## config.mk

```make
export PLATFORM = sky130hd
export DESIGN_NAME = dmem_mmio
export DESIGN_NICKNAME = d
export VERILOG_FILES = /design/src/rtl/dmem_pkg.sv /design/src/rtl/tx_fifo.sv /design/src/rtl/dmem_mmio.sv
export SDC_FILE = /design/constraint.sdc
export NUM_CORES = 2
export LEC_CHECK = 0
export CAP_MARGIN = 40
export CELL_PAD_IN_SITES_DETAIL_PLACEMENT = 1
export CELL_PAD_IN_SITES_GLOBAL_PLACEMENT = 1
export CORE_ASPECT_RATIO = 0.5
export CORE_MARGIN = 1
export CORE_UTILIZATION = 50
export CTS_CLUSTER_DIAMETER = 200
export DETAILED_ROUTE_END_ITERATION = 7
export PLACE_DENSITY_LB_ADDON = 0.05
export RECOVER_POWER = 50
export SYNTH_ARGS = -nofsm -noshare
export SYNTH_HDL_FRONTEND = slang
export SYNTH_HIERARCHICAL = 1
export SYNTH_SLANG_ARGS = --single-unit
```

## constraint.sdc

```tcl
create_clock -name clk -period 6.3 [get_ports clk]
set_clock_uncertainty 0.15 [all_clocks]
set_input_delay 1.26 -clock clk [delete_from_list [all_inputs] [get_ports clk]]
set_output_delay 1.26 -clock clk [all_outputs]
set_load 0.005 [all_outputs]
```

## src/rtl/dmem_pkg.sv

```systemverilog
// Shared address map and STATUS layout for the data-memory / MMIO block.
package dmem_pkg;

  localparam logic [31:0] MMIO_BASE   = 32'h8000_0000;
  localparam logic [31:0] TXDATA_OFS  = 32'h0000_0000;
  localparam logic [31:0] STATUS_OFS  = 32'h0000_0004;
  localparam logic [31:0] CYCLE_OFS   = 32'h0000_0008;

  localparam logic [31:0] TXDATA_ADDR = MMIO_BASE + TXDATA_OFS;
  localparam logic [31:0] STATUS_ADDR = MMIO_BASE + STATUS_OFS;
  localparam logic [31:0] CYCLE_ADDR  = MMIO_BASE + CYCLE_OFS;

  localparam int unsigned ST_FULL      = 0;
  localparam int unsigned ST_EMPTY     = 1;
  localparam int unsigned ST_COUNT_LSB = 2;
  localparam int unsigned ST_COUNT_W   = 5;
  localparam int unsigned ST_OVF       = 8;
  localparam int unsigned ST_ERR       = 9;

  typedef enum logic [2:0] {
    RegionRam,
    RegionTxData,
    RegionStatus,
    RegionCycle,
    RegionNone
  } regionT;

endpackage

```

## src/rtl/tx_fifo.sv

```systemverilog
// Byte FIFO feeding the transmit port; head byte reads as 0 while empty.
module tx_fifo #(
  parameter int unsigned DEPTH = 4
) (
  input  logic                     clk,
  input  logic                     reset,
  input  logic                     push,
  input  logic                     pop,
  input  logic [7:0]               din,
  output logic [7:0]               dout,
  output logic                     full,
  output logic                     empty,
  output logic [$clog2(DEPTH):0]   count
);

  localparam int unsigned PTR_W = $clog2(DEPTH);
  localparam int unsigned CNT_W = PTR_W + 1;

  logic [7:0]       mem [DEPTH];
  logic [PTR_W-1:0] wrPtr;
  logic [PTR_W-1:0] rdPtr;
  logic             doPush;
  logic             doPop;

  // A push into a full FIFO is accepted only when the head leaves the same cycle.
  assign doPop  = pop & ~empty;
  assign doPush = push & (~full | doPop);

  assign full  = (count == CNT_W'(DEPTH));
  assign empty = (count == '0);
  assign dout  = empty ? 8'h00 : mem[rdPtr];

  always_ff @(posedge clk or posedge reset) begin
    if (reset) begin
      wrPtr <= '0;
      rdPtr <= '0;
      count <= '0;
    end else begin
      if (doPush) wrPtr <= wrPtr + PTR_W'(1);
      if (doPop)  rdPtr <= rdPtr + PTR_W'(1);
      count <= count + CNT_W'(doPush) - CNT_W'(doPop);
    end
  end

  always_ff @(posedge clk) begin
    if (doPush) mem[wrPtr] <= din;
  end

endmodule

```

## src/rtl/dmem_mmio.sv

```systemverilog
// Data memory with memory-mapped transmit FIFO, status and free-running cycle counter.
module dmem_mmio
  import dmem_pkg::*;
#(
  parameter int unsigned RAM_WORDS  = 64,
  parameter int unsigned FIFO_DEPTH = 4
) (
  input  logic        clk,
  input  logic        reset,
  input  logic        MemWrite,
  input  logic [31:0] Addr,
  input  logic [31:0] WriteData,
  output logic [31:0] ReadData,
  output logic [7:0]  tx_data,
  output logic        tx_valid,
  input  logic        tx_ready
);

  localparam int unsigned IDX_W = $clog2(RAM_WORDS);
  localparam int unsigned CNT_W = $clog2(FIFO_DEPTH) + 1;

  logic [31:0]      ram [RAM_WORDS];
  regionT           region;
  logic [31:0]      statusWord;
  logic [31:0]      cycleCount;
  logic             ovfFlag;
  logic             errFlag;
  logic             fifoFull;
  logic             fifoEmpty;
  logic [CNT_W-1:0] fifoCount;
  logic [7:0]       fifoDout;
  logic             ramWe;
  logic             txPush;
  logic             txPop;
  logic             statusWr;
  logic             cycleWr;
  logic             unmappedWr;
  logic             unusedAddrBits;

  assign unusedAddrBits = ^Addr[1:0];

  // Word-granular address decode.
  always_comb begin
    region = RegionNone;
    if (Addr[31:IDX_W+2] == '0)                        region = RegionRam;
    else if (Addr[31:2] == TXDATA_ADDR[31:2])          region = RegionTxData;
    else if (Addr[31:2] == STATUS_ADDR[31:2])          region = RegionStatus;
    else if (Addr[31:2] == CYCLE_ADDR[31:2])           region = RegionCycle;
  end

  assign ramWe      = MemWrite & (region == RegionRam);
  assign txPush     = MemWrite & (region == RegionTxData);
  assign statusWr   = MemWrite & (region == RegionStatus);
  assign cycleWr    = MemWrite & (region == RegionCycle);
  assign unmappedWr = MemWrite & (region == RegionNone);
  assign txPop      = tx_valid & tx_ready;

  always_comb begin
    statusWord                                = '0;
    statusWord[ST_FULL]                       = fifoFull;
    statusWord[ST_EMPTY]                      = fifoEmpty;
    statusWord[ST_COUNT_LSB +: ST_COUNT_W]    = ST_COUNT_W'(fifoCount);
    statusWord[ST_OVF]                        = ovfFlag;
    statusWord[ST_ERR]                        = errFlag;
  end

  // Loads are combinational so the core sees data in its memory stage.
  always_comb begin
    ReadData = '0;
    case (region)
      RegionRam:    ReadData = ram[Addr[IDX_W+1:2]];
      RegionStatus: ReadData = statusWord;
      RegionCycle:  ReadData = cycleCount;
      default:      ReadData = '0;
    endcase
  end

  // RAM survives reset by design.
  always_ff @(posedge clk) begin
    if (ramWe) ram[Addr[IDX_W+1:2]] <= WriteData;
  end

  always_ff @(posedge clk or posedge reset) begin
    if (reset) begin
      cycleCount <= '0;
    end else if (cycleWr) begin
      cycleCount <= WriteData;
    end else begin
      cycleCount <= cycleCount + 32'd1;
    end
  end

  // Sticky flags: a STATUS write clears them, a same-cycle overflow still sets OVF.
  always_ff @(posedge clk or posedge reset) begin
    if (reset) begin
      ovfFlag <= 1'b0;
      errFlag <= 1'b0;
    end else begin
      if (txPush & fifoFull & ~txPop) ovfFlag <= 1'b1;
      else if (statusWr)              ovfFlag <= 1'b0;
      if (unmappedWr)                 errFlag <= 1'b1;
      else if (statusWr)              errFlag <= 1'b0;
    end
  end

  tx_fifo #(
    .DEPTH (FIFO_DEPTH)
  ) uTxFifo (
    .clk   (clk),
    .reset (reset),
    .push  (txPush),
    .pop   (txPop),
    .din   (WriteData[7:0]),
    .dout  (fifoDout),
    .full  (fifoFull),
    .empty (fifoEmpty),
    .count (fifoCount)
  );

  assign tx_valid = ~fifoEmpty;
  assign tx_data  = fifoDout;

endmodule

```

==> run_results.csv <==
group,metric,value,unit
detailed_routing,drtIter0Drc,8546,
setup_path,ff2ff_path_depth,10,
final_layout,final_common_cell,"edfxtp_1",
setup_path,cp_max_fo,15,
power,clock_power_share,40.1,%
detailed_routing,postRouteAntennaNets,0,
clock_network,cts_buffer_depth,4,
setup_path,path_class,"input port to output pin",
power,switching_power,6.47,mW
setup_path,r2r_slack,2.58,ns
global_routing,track_usage,36.3,%
clock_network,clk_pin_slew,0.07,ns
sta,worst_pin_slew,4.20,ns
global_routing,grt_first_pass_wirelength,410,mm
clock_network,cts-root-buf,"clkbuf_16",
synth,syn_area_per_cell,18.5,um2
sta,fin_setup_tns,-0.207,ns
clock_network,numCtsBuffers,191,
synth,synth_area,82700,um2
sta,period_share,101,%
floorplanning,die_x,577,um
min_path,holdPathEnd,"errFlag",
global_routing,grt_max_degree,72,
setup_path,timing.rr.start,"uTxFifo/count[1]",
sta,relSlewSlack,-180,%
global_routing,overflow,0,
synth,synth_edf_count,2080,
final_layout,layout_common_cells,"edfxtp_1 (2080), buf_4 (365), o22ai_1 (276), clkbuf_16 (194), mux4_2 (193)",
setup_path,cp_data_arrival_time,4.97,ns
floorplanning,rows,105,
placed_design,port_buffers,106,
final_layout,finalCoreUtilization,58.3,%
sta,fin_ws,-0.0754,ns
clock_network,worstSkewPairLatency,0.84,ns
min_path,hold_class,"flop to flop",
setup_path,cpPeakStageDelay,0.60,ns
final_layout,post-route-cell-area,95700,um2
power,vdd.ir_drop.worst,0.000206,V
min_path,holdPathStages,1,
sta,finalSetupViolCount,7,
sta,fin_crit,6.38,ns
placed_design,place_area,89800,um2
sta,holdWs,0.367,ns
floorplanning,boundaryPins,109,
clock_network,cts_sinks,2121,
detailed_routing,vias,51000,
final_layout,num-nets-final,5035,
synth,synth.ff_latch_count,2121,
setup_path,crit_slowest_cell,"nand4_1",
detailed_routing,vias_per_cell,6.98,
floorplanning,start_util,50.4,%
power,swShare,22.4,%
global_routing,grt_antenna_before_repair,27,
sta,finalHoldViolCount,0,
detailed_routing,firstDrtPassIters,8,
synth,synth_cells,4462,
placed_design,gp_congestion,0.963,
setup_path,crit_required,4.89,ns
setup_path,critPathCaptureType,"output pin",
global_routing,grt_pass1_vias,48900,
min_path,worstHoldStart,"errFlag",
status,violations,"design-rule violations, max-capacitance violations, max-slew violations, negative setup slack",
status,status,"finished with violations",
power,intPower,22.3,mW
final_layout,layout-area-overhead-vs-synth,15.7,%
synth,synth_cell_type_count,93,
power,power_frac_comb,6.1,%
setup_path,r2r-end,"uTxFifo/count[2]",
placed_design,hpwlAfterDp,191,mm
clock_network,hold_buffers,0,
synth,synthArstFlopShare,1.93,%
final_layout,layout-drive-gt1-share,24.1,%
clock_network,tritoncts,"done",
sta,maxSlewViolCount,2221,
detailed_routing,drc,7,
floorplanning,core-area,164000,um2
synth,ys_seq_area_share,76.8,%
detailed_routing,wl,305,mm
power,p_total,28.8,mW
synth,ys.warnings.count,6,
floorplanning,die_h,290,um
sta,max_freq,157,MHz
setup_path,crit_chain,"clkdlybuf4s50_1 > buf_12 > nand3b_1 > o22ai_1 > o21ai_1 > buf_4 > nand4_1 > o41ai_2 > buf_4 > clkdlybuf4s50_1",
power,leakagePower,30.7,nW
power,p_per_area,301,nW/um2
power,seqPwrFrac,53.9,%
floorplanning,dieArea,167000,um2
clock_network,h-tree-depth,4,
synth,synth_nets,4537,
job,maxCapViolCount,36,
synth,ys.flop_type,"edfxtp_1",
detailed_routing,wl_per_cell,41.8,um
setup_path,worstSetupStartpointType,"input port",
## cells in the mapped netlist, types with 23 or more instances
cell      instances  area share (%)
nor3_1           25            0.15
buf_1            25            0.11
mux4_2          193             5.3
nand2_1         157            0.71
mux2i_1         141             1.7
dfrtp_1          41             1.2
o21ai_0         122            0.74
a22oi_1          44            0.40
a211oi_1         27            0.25
buf_2            89            0.54
a21oi_1         163            0.99
clkbuf_1         86            0.39
nor2_1          214            0.97
buf_4            41            0.37
o22ai_1         276             2.1
buf_6            28            0.38
edfxtp_1       2080              76
nand3_1          23            0.14
o221ai_1        138             1.5
mux2_2          177             2.4
## cell families after synthesis
group	share of synthesized area [%]
AOI/OAI and AO/OA	7.64
xor gates and xnor gates	0.371
adders and majority gates	0.115
buffers and inverters	2.23
DFF	76.8
muxes	9.82
and+or+nand+nor	3.07
## metrics by stage
step	setup WS, ns	std cells
2_1_floorplan	1.59	4462
3_3_place_gp	-0.721	6948
3_5_place_dp	-0.251	6955
4_1_cts	0.00385	7297
5_1_grt	-0.00664	7301
6_report	-0.0754	7304
## critical path, delay by kind of cell
| family | cells | cell delay [ns] |
|---|---|---|
| AO/OA/AOI/OAI | 3 | 1.00 |
| buffers and inverters | 5 | 1.59 |
| AND/OR/NAND/NOR | 2 | 1.08 |
## layer usage
layer  up-vias  GRT usage, %  share of wire [%]
li1      19400             -                  -
met1     27500          54.1                 40
met2      3633          51.5                 42
met3       447          12.3                 15
met4        12          8.31                2.4
met5         -          1.08               0.10
## state kept, by name, indices dropped and copies added (netlist names)
signal	flops
uTxFifo/count	3
ovfFlag	1
uTxFifo/mem	32
errFlag	1
ram	2048
cycleCount	32
uTxFifo/rdPtr	2
uTxFifo/wrPtr	2
## worst max path at each step
stage / start / to / slack [ns] / cells after the start
floorplan: Addr[3] / ram[17][0] / 1.59 / 8
global placement: Addr[6] / ReadData[5] / -0.72 / 11
detailed placement: Addr[6] / ReadData[5] / -0.25 / 12
CTS: Addr[3] / ReadData[21] / 0.004 / 12
global route: Addr[2] / ReadData[21] / -0.007 / 11
finish: Addr[7] / ReadData[5] / -0.08 / 10
## power by group through the flow
stage / sequential (mW) / combinational [mW] / clock [mW]
after floorplan: 15.8 / 0.706 / 0
after global placement: 15.8 / 1.65 / 0
after detailed placement: 15.8 / 1.69 / 0
after CTS: 15.5 / 1.70 / 11.6
after global routing: 15.5 / 1.78 / 12.1
final: 15.5 / 1.75 / 11.5
## final cells by class
| type | instances | area, um2 |
|---|---|---|
| fill | 14200 | 68400 |
| sequential | 2121 | 63500 |
| multi-input combinational | 2037 | 18000 |
| timing repair buffer | 596 | 5490 |
| clock buffer | 228 | 4990 |
| tap | 2193 | 2740 |
| clock inverter | 113 | 946 |
| inverter | 13 | 57.6 |
| antenna | 3 | 7.51 |
## timing repair
item                                    in CTS  in global routing
cloned                                       0                  0
endpoints found under the hold margin        0                  0
endpoints found under the setup margin       6                  5
gates resized for setup                      9                  8
setup buffers                                1                  0
pin swaps                                    2                  1
(Power assumes the default switching activity.)
